$ cat src/rtl/hazard_pkg.sv
`default_nettype none
// ============================================================================
//  Module  : hazard_pkg
//  Brief   : Shared types and constants for the pipeline hazard controller:
//            shadow-pipeline entry, controller state encoding and forwarding
//            source select constants.
//  Rev     : 1.0  initial release
// ============================================================================
package hazard_pkg;

  // Register addresses are carried zero-extended to this width inside the
  // shadow pipeline so the entry type stays fixed for any REG_ADDR_W up to it.
  localparam int HZ_ADDR_MAX_W = 8;

  typedef logic [HZ_ADDR_MAX_W-1:0] hz_addr_t;

  // One in-flight instruction as seen by the hazard logic.
  typedef struct packed {
    logic     valid;
    hz_addr_t rd;
    logic     reg_write;
    logic     mem_read;
    hz_addr_t rs;
    hz_addr_t rt;
    logic     use_rs;
    logic     use_rt;
  } hz_entry_t;

  localparam hz_entry_t HZ_ENTRY_NULL = '0;

  // Controller state encoding.
  typedef enum logic [1:0] {
    HZ_ST_RUN     = 2'd0,
    HZ_ST_LDSTALL = 2'd1,
    HZ_ST_FLUSH   = 2'd2
  } hz_state_t;

  // Forwarding source select: 0 = register file, k = shadow stage k.
  localparam int FWD_SRC_RF        = 0;
  localparam int FWD_SRC_STAGE_MAX = 4;

  // True when the entry will write a real (non-r0) destination register.
  function automatic logic hz_writes_reg(input hz_entry_t e);
    return e.valid && e.reg_write && (e.rd != '0);
  endfunction

endpackage
`default_nettype wire

$ cat src/rtl/hazard_fwd_sel.sv
`default_nettype none
// ============================================================================
//  Module  : hazard_fwd_sel
//  Brief   : Priority forwarding select for one EXE operand. Returns the
//            nearest older stage that writes the operand's source register,
//            or the register-file select when none does.
//  Rev     : 1.0  initial release
// ============================================================================
module hazard_fwd_sel
  import hazard_pkg::*;
#(
  parameter int FWD_DEPTH = 2,
  parameter int SEL_W     = $clog2(FWD_DEPTH + 1)
) (
  input  hz_addr_t                i_src,
  input  logic                    i_use_src,
  input  hz_entry_t [FWD_DEPTH:1] i_older,
  output logic      [SEL_W-1:0]   o_sel
);

  // Only rd/valid/reg_write of the older entries matter here; the remaining
  // fields ride along because the whole entry is passed through.
  logic w_unused_fields;
  assign w_unused_fields = ^i_older;

  // Scan from the oldest stage to the youngest so the nearest match wins.
  always_comb begin
    o_sel = SEL_W'(FWD_SRC_RF);
    if (i_use_src && (i_src != '0)) begin
      for (int k = FWD_DEPTH; k >= 1; k--) begin
        if (hz_writes_reg(i_older[k]) && (i_older[k].rd == i_src)) begin
          o_sel = SEL_W'(k);
        end
      end
    end
  end

endmodule
`default_nettype wire

$ cat src/rtl/hazard_ctrl.sv
`default_nettype none
// ============================================================================
//  Module  : hazard_ctrl
//  Brief   : Pipeline hazard controller. Tracks in-flight instructions in a
//            shadow pipeline, detects load-use hazards (stall + bubble),
//            selects EXE forwarding sources and flushes on taken branches.
//            Saturating stall/flush event counters.
//  Rev     : 1.0  initial release
// ============================================================================
module hazard_ctrl
  import hazard_pkg::*;
#(
  parameter int REG_ADDR_W  = 5,
  parameter int FWD_DEPTH   = 2,
  parameter int LOAD_LAT    = 1,
  parameter int FLUSH_DEPTH = 3,
  parameter int CNT_W       = 32
) (
  input  logic                             clk,
  input  logic                             rst,
  input  logic                             enable,
  input  logic [REG_ADDR_W-1:0]            id_rs,
  input  logic [REG_ADDR_W-1:0]            id_rt,
  input  logic                             id_use_rs,
  input  logic                             id_use_rt,
  input  logic [REG_ADDR_W-1:0]            id_rd,
  input  logic                             id_reg_write,
  input  logic                             id_mem_read,
  input  logic                             br_taken,
  output logic                             stall,
  output logic                             bubble,
  output logic [FLUSH_DEPTH-1:0]           flush,
  output logic [$clog2(FWD_DEPTH+1)-1:0]   fwd_a,
  output logic [$clog2(FWD_DEPTH+1)-1:0]   fwd_b,
  output logic [CNT_W-1:0]                 stall_cnt,
  output logic [CNT_W-1:0]                 flush_cnt
);

  localparam int SEL_W = $clog2(FWD_DEPTH + 1);

  // Entry 0 = EXE, entry k = k stages after EXE.
  hz_entry_t [FWD_DEPTH:0] entries_q, entries_d;
  hz_state_t               state_q, state_d;
  logic      [CNT_W-1:0]   stall_cnt_q, stall_cnt_d;
  logic      [CNT_W-1:0]   flush_cnt_q, flush_cnt_d;

  hz_entry_t               w_id_entry;
  logic                    w_load_hit;

  // Package the ID-stage instruction as a shadow entry (addresses zero-extended).
  always_comb begin
    w_id_entry                        = HZ_ENTRY_NULL;
    w_id_entry.valid                  = 1'b1;
    w_id_entry.rd[REG_ADDR_W-1:0]     = id_rd;
    w_id_entry.reg_write              = id_reg_write;
    w_id_entry.mem_read               = id_mem_read;
    w_id_entry.rs[REG_ADDR_W-1:0]     = id_rs;
    w_id_entry.rt[REG_ADDR_W-1:0]     = id_rt;
    w_id_entry.use_rs                 = id_use_rs;
    w_id_entry.use_rt                 = id_use_rt;
  end

  // Load-use: an ID source depends on a load whose data is not yet forwardable.
  always_comb begin
    w_load_hit = 1'b0;
    for (int j = 0; j < LOAD_LAT; j++) begin
      if (hz_writes_reg(entries_q[j]) && entries_q[j].mem_read) begin
        if (id_use_rs && (entries_q[j].rd == w_id_entry.rs)) w_load_hit = 1'b1;
        if (id_use_rt && (entries_q[j].rd == w_id_entry.rt)) w_load_hit = 1'b1;
      end
    end
  end

  // Controller next state and stall/bubble/flush outputs; a taken branch
  // beats a load-use stall, and a frozen pipeline asserts nothing.
  always_comb begin
    state_d = state_q;
    stall   = 1'b0;
    bubble  = 1'b0;
    flush   = '0;
    if (enable) begin
      case (state_q)
        HZ_ST_RUN:     if (w_load_hit)  state_d = HZ_ST_LDSTALL;
        HZ_ST_LDSTALL: if (!w_load_hit) state_d = HZ_ST_RUN;
        HZ_ST_FLUSH:                    state_d = HZ_ST_RUN;
        default:                        state_d = HZ_ST_RUN;
      endcase
      if (br_taken) begin
        state_d = HZ_ST_FLUSH;
        flush   = '1;
      end else if (w_load_hit) begin
        stall  = 1'b1;
        bubble = 1'b1;
      end
    end
  end

  // Shadow pipeline advance: shift, insert ID (or a bubble), then kill the
  // entries that correspond to flushed pipeline registers.
  always_comb begin
    entries_d = entries_q;
    if (enable) begin
      for (int k = 1; k <= FWD_DEPTH; k++) begin
        entries_d[k] = entries_q[k-1];
      end
      entries_d[0] = bubble ? HZ_ENTRY_NULL : w_id_entry;
      if (br_taken) begin
        for (int k = 0; k < FLUSH_DEPTH - 1; k++) begin
          entries_d[k] = HZ_ENTRY_NULL;
        end
      end
    end
  end

  // Saturating event counters (stall and flush are already enable-gated).
  always_comb begin
    stall_cnt_d = stall_cnt_q;
    flush_cnt_d = flush_cnt_q;
    if (stall && (stall_cnt_q != '1)) stall_cnt_d = stall_cnt_q + CNT_W'(1);
    if ((flush != '0) && (flush_cnt_q != '1)) flush_cnt_d = flush_cnt_q + CNT_W'(1);
  end

  // State registers with synchronous reset.
  always_ff @(posedge clk) begin
    if (rst) begin
      entries_q   <= '0;
      state_q     <= HZ_ST_RUN;
      stall_cnt_q <= '0;
      flush_cnt_q <= '0;
    end else begin
      entries_q   <= entries_d;
      state_q     <= state_d;
      stall_cnt_q <= stall_cnt_d;
      flush_cnt_q <= flush_cnt_d;
    end
  end

  assign stall_cnt = stall_cnt_q;
  assign flush_cnt = flush_cnt_q;

  hazard_fwd_sel #(
    .FWD_DEPTH (FWD_DEPTH),
    .SEL_W     (SEL_W)
  ) u_fwd_a (
    .i_src     (entries_q[0].rs),
    .i_use_src (entries_q[0].use_rs),
    .i_older   (entries_q[FWD_DEPTH:1]),
    .o_sel     (fwd_a)
  );

  hazard_fwd_sel #(
    .FWD_DEPTH (FWD_DEPTH),
    .SEL_W     (SEL_W)
  ) u_fwd_b (
    .i_src     (entries_q[0].rt),
    .i_use_src (entries_q[0].use_rt),
    .i_older   (entries_q[FWD_DEPTH:1]),
    .o_sel     (fwd_b)
  );

endmodule
`default_nettype wire

$ cat config.mk
export PLATFORM = sky130hd
export DESIGN_NAME = hazard_ctrl
export DESIGN_NICKNAME = d
export VERILOG_FILES = /design/src/rtl/hazard_pkg.sv /design/src/rtl/hazard_fwd_sel.sv /design/src/rtl/hazard_ctrl.sv
export SDC_FILE = /design/constraint.sdc
export NUM_CORES = 1
export LEC_CHECK = 0
export CAP_MARGIN = 20
export CORE_MARGIN = 1
export CORE_UTILIZATION = 25
export CTS_CLUSTER_SIZE = 40
export DETAILED_ROUTE_END_ITERATION = 16
export PLACE_DENSITY = 0.53
export SLEW_MARGIN = 20
export SYNTH_ARGS = -nofsm -noshare
export SYNTH_HDL_FRONTEND = slang
export SYNTH_SLANG_ARGS = --single-unit
$ cat constraint.sdc
create_clock -name clk -period 6 [get_ports clk]
set_clock_uncertainty 0.1 [all_clocks]
set_input_delay 0.9 -clock clk [delete_from_list [all_inputs] [get_ports clk]]
set_output_delay 0.9 -clock clk [all_outputs]
set_load 0.1 [all_outputs]
# == Yosys cells after proc, flatten, opt, wreduce, memory -nomap -nowiden ==
# Cells that the tools add are included.
# word_totals
out_inout_bits,73
register_bits,113
# classes
eq_ne,8
addsub,2
mux,16
reduce_logical,23
# ops
op,count
32-bit by 1-bit adder with 32-bit output (second input constant),2
32-bit != test (second input constant),2
58-bit two-way mux,1
8-bit nonzero test,5
8-bit equality test,4
29-bit two-way mux,1
1-bit logical AND,17
8-bit by 5-bit equality test with 1-bit output,2
2-bit two-way mux,6
1-bit two-way mux,6
3-bit two-way mux,2
3-bit nonzero test,1

# == Depth between registers and ports, before layout ==
# logic_depth
word_depth,10
depth_mapped,9

# == Modules after synthesis ==
# From an unflattened synthesis, not the netlist that was laid out.
# unflattened
hier_cells,662
hier_area_um2,5929.4
# by_module_without_submodules
mod,seq_area_each_um2,instances,cells_per_inst,area_per_inst_um2
hazard_ctrl,2482.4,1,594,5434.0
hazard_fwd_sel,0.0,2,34,247.7

# == Worst setup path before layout ==
# OpenSTA, ideal clock, no wires.
# synth_path
kind,register -> output
from,register entries_q[49] (netlist bit)
to,output port fwd_a[1]
path_slack_ns,0.697
n_path_buf,0
stages_incl_launch_ff,6
t_arrival_ns,4.303
required_time_ns,5.000
cell_sequence,dfxtp_1 > or4_1 > o211ai_1 > nor4_1 > nand3_1 > nor4b_1
# synth_via
elab_chain_len,5
# synth_rtl
element,line,source
start: declaration,hazard_ctrl.sv:42,"hz_entry_t [FWD_DEPTH:0] entries_q, entries_d;"
start signal: assignment,hazard_ctrl.sv:131,entries_q <= entries_d;
8-bit nonzero test,hazard_pkg.sv:44,return e.valid && e.reg_write && (e.rd != '0);
1-bit logical AND,hazard_pkg.sv:44,
1-bit logical AND (*),hazard_fwd_sel.sv:31,if (hz_writes_reg(i_older[k]) && (i_older[k].rd == i_src)) begin
2-bit two-way mux (*),hazard_fwd_sel.sv:31,
2-bit two-way mux (*),hazard_fwd_sel.sv:29,if (i_use_src && (i_src != '0)) begin
end: declaration,hazard_ctrl.sv:33,"output logic [$clog2(FWD_DEPTH+1)-1:0] fwd_a,"
# Mark *: on every way between the ends. The rest lies on a longest branch, timed or not.

# == Worst setup path after layout ==
# layout_path
from,register entries_q[49] (netlist bit)
to,output port fwd_b[1]
# layout_via
elab_chain_len,5
# layout_rtl
element,line,source
8-bit nonzero test,hazard_pkg.sv:44,
1-bit logical AND,hazard_pkg.sv:44,
1-bit logical AND (*),hazard_fwd_sel.sv:31,
2-bit two-way mux (*),hazard_fwd_sel.sv:31,
2-bit two-way mux (*),hazard_fwd_sel.sv:29,
end: declaration,hazard_ctrl.sv:34,"output logic [$clog2(FWD_DEPTH+1)-1:0] fwd_b,"
# Marks and branches as above.

==> out/qor_table.md <==
| Step | Item | Reported |
|:---|:---|:---|
| sta | Final-report max-slew violation count | 0 |
| routing | Total length of routed met3 wires | 858 um |
| routing | Remaining antenna violation count | 0 |
| routing | First DRT Iteration DRCs | 195 |
| sta | Final worst path period need | 4.23 ns |
| critical path | Crit path buffers/inverters | 1 |
| global route | First-pass GRT wire length | 21.9 mm |
| finish | Total Nets Final | 652 |
| routing | 1st-pass router iterations | 4 |
| clock tree | Post-CTS resize count | 0 |
| clock tree | Clock tree from TritonCTS | yes |
| sta | Max-slew headroom at the worst pin | 31.4% |
| clock tree | Count of hold-fix buffers inserted at cts | 0 |
| critical path | Critical R2R Launch | entries_q[21]$_SDFFE_PP0P_ |
| critical path | Number of cells traversed by the worst register-to-register path | 6 |
| logic synthesis | Main flop type after synthesis | sky130_fd_sc_hd__dfxtp_1 |
| die | Die Width | 141 um |
| routing | Vias per std cell | 4.84 |
| pwr | Part of the power in registers | 46.8% |
| critical path | CP arrival | 3.23 ns |
| run | Max-cap violations | 0 |
| finish | Final instance count without filler cells | 892 |
| logic synthesis | Number of library cell types mapped by synthesis | 47 |
| logic synthesis | Sequential cell area fraction in the yosys report | 40.6% |
| sta | Number of failing setup endpoints in the final timing report | 0 |
| sta | Sum Neg Setup Slack | 0 ns |
| sta | Period utilization | 70.5% |
| outcome | Status | complete, no violations |
| worst hold path | Worst hold path stage count | 1 |
| logic synthesis | Syn_nets | 571 |
| clock tree | Clock tree sinks | 98 |
| clock tree | Clock-pin slew reported for the worst setup and hold paths after clock tree synthesis | 0.07 ns |
| logic synthesis | Avg Cell Area, Syn | 8.85 um^2 |
| pwr | Power share of the clock group | 47.3% |
| pwr | Net Sw Power | 0.312 mW |
| pwr | Internal cell power | 1.11 mW |
| placement | Buffers added on ports | 95 |
| placement | Detailed-placement wirelength estimate | 9.52 mm |
| placement | Final weighted congestion of routability-driven global placement | 0.823 |
| routing | DRC errors left | 0 |
| worst hold path | Worst-case hold path end point | entries_q[0]$_SDFFE_PP0P_ |
| routing | Met2 routed WL | 6.04 mm |
| routing | Met1 WL | 6.12 mm |
| die | Floorplan core area | 18800 um^2 |
| logic synthesis | Synth Cell Area | 4830 um^2 |
| pwr | Combinational group share of total power | 5.8% |
| pwr | Cell leakage power | 2.08 nW |
| sta | Achievable frequency | 236 MHz |
| global route | Initial antenna violation count | 0 |
| critical path | Endpoint of the worst register-to-register path | stall_cnt[14]$_SDFFE_PP0P_ |
| logic synthesis | Number of synthesized flops with an enable pin | 0 |
| critical path | WP data required | 5.00 ns |
| clock tree | Buffer depth of the longest clock path | 2 |
| die | Initial Util | 25.7% |
| routing | Routed WL per cell | 14.7 um |
| sta | Hold Violations, Final | 0 |
| clock tree | Clk_lat worst skew | 0.35 ns |
| worst hold path | Worst min path class | flip-flop to flip-flop |
| finish | Area growth from synthesis to final layout | 31.4% |
| logic synthesis | Count of yosys warnings during synthesis | 0 |
| critical path | R2r setup slk | 2.97 ns |
| critical path | Startpoint of the most critical setup path | entries_q[49]$_SDFFE_PP0P_ |
| logic synthesis | Post-Synthesis Cells | 546 |
| global route | Global route total overflow | 0 |
| clock tree | Number of buffers added for setup after CTS | 0 |
| pwr | VDD IR-drop max | 0.122 mV |
| die | Height of the die | 141 um |
| global route | Number of global-route vias before repair | 4180 |
| critical path | Worst path slowest cell | sky130_fd_sc_hd__clkdlybuf4s50_1 |
| global route | Pin count of the biggest net entering global routing | 90 |
| sta | Worst Setup Slack, final | 1.77 ns |
| finish | Antenna cell count | 0 |
| die | Top Ports | 96 |
| routing | Number of vias in the routed layout | 4314 |
| clock tree | Root buffer selected by CTS | sky130_fd_sc_hd__clkbuf_16 |
| logic synthesis | Fraction of registers with async set/reset | 0% |
| clock tree | Number of clock buffers inserted by TritonCTS | 9 |
| routing | Total wirelength of the detailed-routed design | 13.1 mm |
| finish | Layout cells sized above 1 | 7.12% |
| critical path | Ordered list of cells on the worst path | or4_1, o211ai_1, nor4_1, nand3_1, nor4b_1, clkdlybuf4s50_1 |
| die | Die area | 19900 um^2 |
| pwr | Total power divided by cell area | 224 nW/um^2 |
| worst hold path | Startpoint of the worst hold path | entries_q[0]$_SDFFE_PP0P_ |
| pwr | Switching portion of total power | 21.9% |
| clock tree | H-Tree Level Count | 3 |
| logic synthesis | Number of storage elements in the synthesis netlist | 98 |
| sta | Tightest Pin Transition | 1.03 ns |
| critical path | Top Family by Delay on Critical Path | buffers and inverters |
| sta | Unrepaired setup endpoints after global routing | false |
| global route | Overall routing resource usage | 13.6% |
| placement | DP Worst Slack | 1.79 ns |
| critical path | Largest stage delay on the critical path | 1.21 ns |
| critical path | Startpoint Class | flip-flop |
| critical path | Worst setup path category | flip-flop to output port |
| routing | Uppermost signal routing layer after detailed routing | met4 |
| critical path | Peak fanout along the critical path | 5 |
| placement | Placed cell count | 876 |
| die | Number of placement rows | 50 |
| finish | Number of fillers in the final layout | 1923 |
| critical path | Type of element capturing the critical path | output port |
## synth_stat cells, drive strengths merged, types with 18 or more instances
library cell	n	share of area (%)
nor4	18	3.2
xor2	20	3.6
nand4	18	2.6
a22o	19	3.4
o21ai	18	1.9
nor2	63	4.9
nand2	32	2.5
clkbuf	18	1.4
xnor2	40	7.2
nand3	27	2.8
dfxtp	98	41
a21oi	29	3.0
## worst max-delay path by stage
| stage | slack [ns] | endpoint | cells past startpoint |
|---|---|---|---|
| final | 1.77 | fwd_b[1] | 6 |
| after global routing | 1.63 | fwd_a[1] | 6 |
| after CTS | 1.76 | fwd_a[1] | 6 |
| after detailed placement | 1.79 | flush[2] | 3 |
| after global placement | 1.87 | flush[0] | 3 |
| after floorplan | 0.70 | fwd_a[1] | 5 |
## registers in the layout (all words and copies together) (netlist names)
name,cells
entries_q,34
flush_cnt,32
stall_cnt,32
## worst register-to-register path: cells and delay by family (launching register included)
kind            cells  cell delay (ns)
simple gates        3             1.65
compound gates      2             0.54
flops               1             0.50
xor+xnor            1             0.16
## metal layers
layer	up-vias	track usage (%)
li1	2127	-
met1	2079	17.2
met2	96	22.0
met3	12	4.38
met4	0	4.23
met5	-	0
## power by group through the flow
stage | Sequential, mW | Combinational [mW] | Clock, mW
global placement | 0.683 | 0.0813 | 0
floorplan | 0.685 | 0.0499 | 0
detailed placement | 0.683 | 0.0831 | 0
finish | 0.668 | 0.0830 | 0.675
CTS | 0.668 | 0.0837 | 0.703
global route | 0.669 | 0.0900 | 0.728
## cell type report
cell class	count	area (um^2)	share of cell area, %
multi-input combinational	413	2720	42.8
sequential	98	1960	30.9
timing repair buffer	99	971	15.3
tap	260	325	5.12
clock buffer	10	239	3.76
clock inverter	6	111	1.75
inverter	6	22.5	0.355
## per-stage QoR
| stage | utilization (%) | hold slack (ns) | power [mW] | area, um^2 |
|---|---|---|---|---|
| after global routing | 33.7 | 0.414 | 1.49 | 6350 |
| after CTS | 33.7 | 0.393 | 1.45 | 6350 |
| after floorplan | - | 0.336 | 0.735 | 4830 |
| after detailed placement | 31.9 | 0.375 | 0.766 | 6000 |
| after global placement | 31.8 | 0.377 | 0.764 | 5990 |
| final | 33.7 | 0.397 | 1.43 | 6350 |
## cell usage in the layout, fill, tap and decap left out, types with 2 or more instances in the layout
master / instances
sky130_fd_sc_hd__and4_1: 6
sky130_fd_sc_hd__or4b_1: 2
sky130_fd_sc_hd__o21ba_2: 3
sky130_fd_sc_hd__o21ai_0: 18
sky130_fd_sc_hd__o211ai_1: 2
sky130_fd_sc_hd__o31a_1: 3
sky130_fd_sc_hd__nand3b_1: 8
sky130_fd_sc_hd__nand4_1: 17
sky130_fd_sc_hd__or3_1: 17
sky130_fd_sc_hd__nor2b_1: 9
sky130_fd_sc_hd__or4_1: 10
sky130_fd_sc_hd__o31ai_1: 5
sky130_fd_sc_hd__clkbuf_16: 9
sky130_fd_sc_hd__nor3_1: 11
sky130_fd_sc_hd__ha_1: 2
sky130_fd_sc_hd__nor4b_2: 2
sky130_fd_sc_hd__bufinv_16: 3
sky130_fd_sc_hd__nand2b_1: 8
sky130_fd_sc_hd__a21oi_1: 29
sky130_fd_sc_hd__inv_1: 6
sky130_fd_sc_hd__nor4_1: 13
sky130_fd_sc_hd__xor2_1: 20
sky130_fd_sc_hd__a211oi_1: 2
sky130_fd_sc_hd__mux2i_1: 9
sky130_fd_sc_hd__xnor2_1: 40
sky130_fd_sc_hd__nand2_1: 32
sky130_fd_sc_hd__and3_1: 5
sky130_fd_sc_hd__and2_1: 4
sky130_fd_sc_hd__nor4b_1: 6
sky130_fd_sc_hd__a22o_1: 19
sky130_fd_sc_hd__nor2_1: 63
sky130_fd_sc_hd__nand3_1: 27
sky130_fd_sc_hd__mux2_2: 7
sky130_fd_sc_hd__dfxtp_1: 98
sky130_fd_sc_hd__clkdlybuf4s50_1: 92
sky130_fd_sc_hd__nor4_2: 4
sky130_fd_sc_hd__buf_4: 6
## cells by family after synthesis
logic type                 Yosys count  synth area share, %
AOI/OAI and AO/OA                   83                 11.2
xor gates and xnor gates            60                 10.9
adders and majority gates            2                0.518
buffers and inverters               35                 3.13
DFF                                 98                 40.6
muxes                               17                 3.73
and+or+nand+nor                    251                 30.0
No activity file was read; power rests on OpenSTA's default activity.
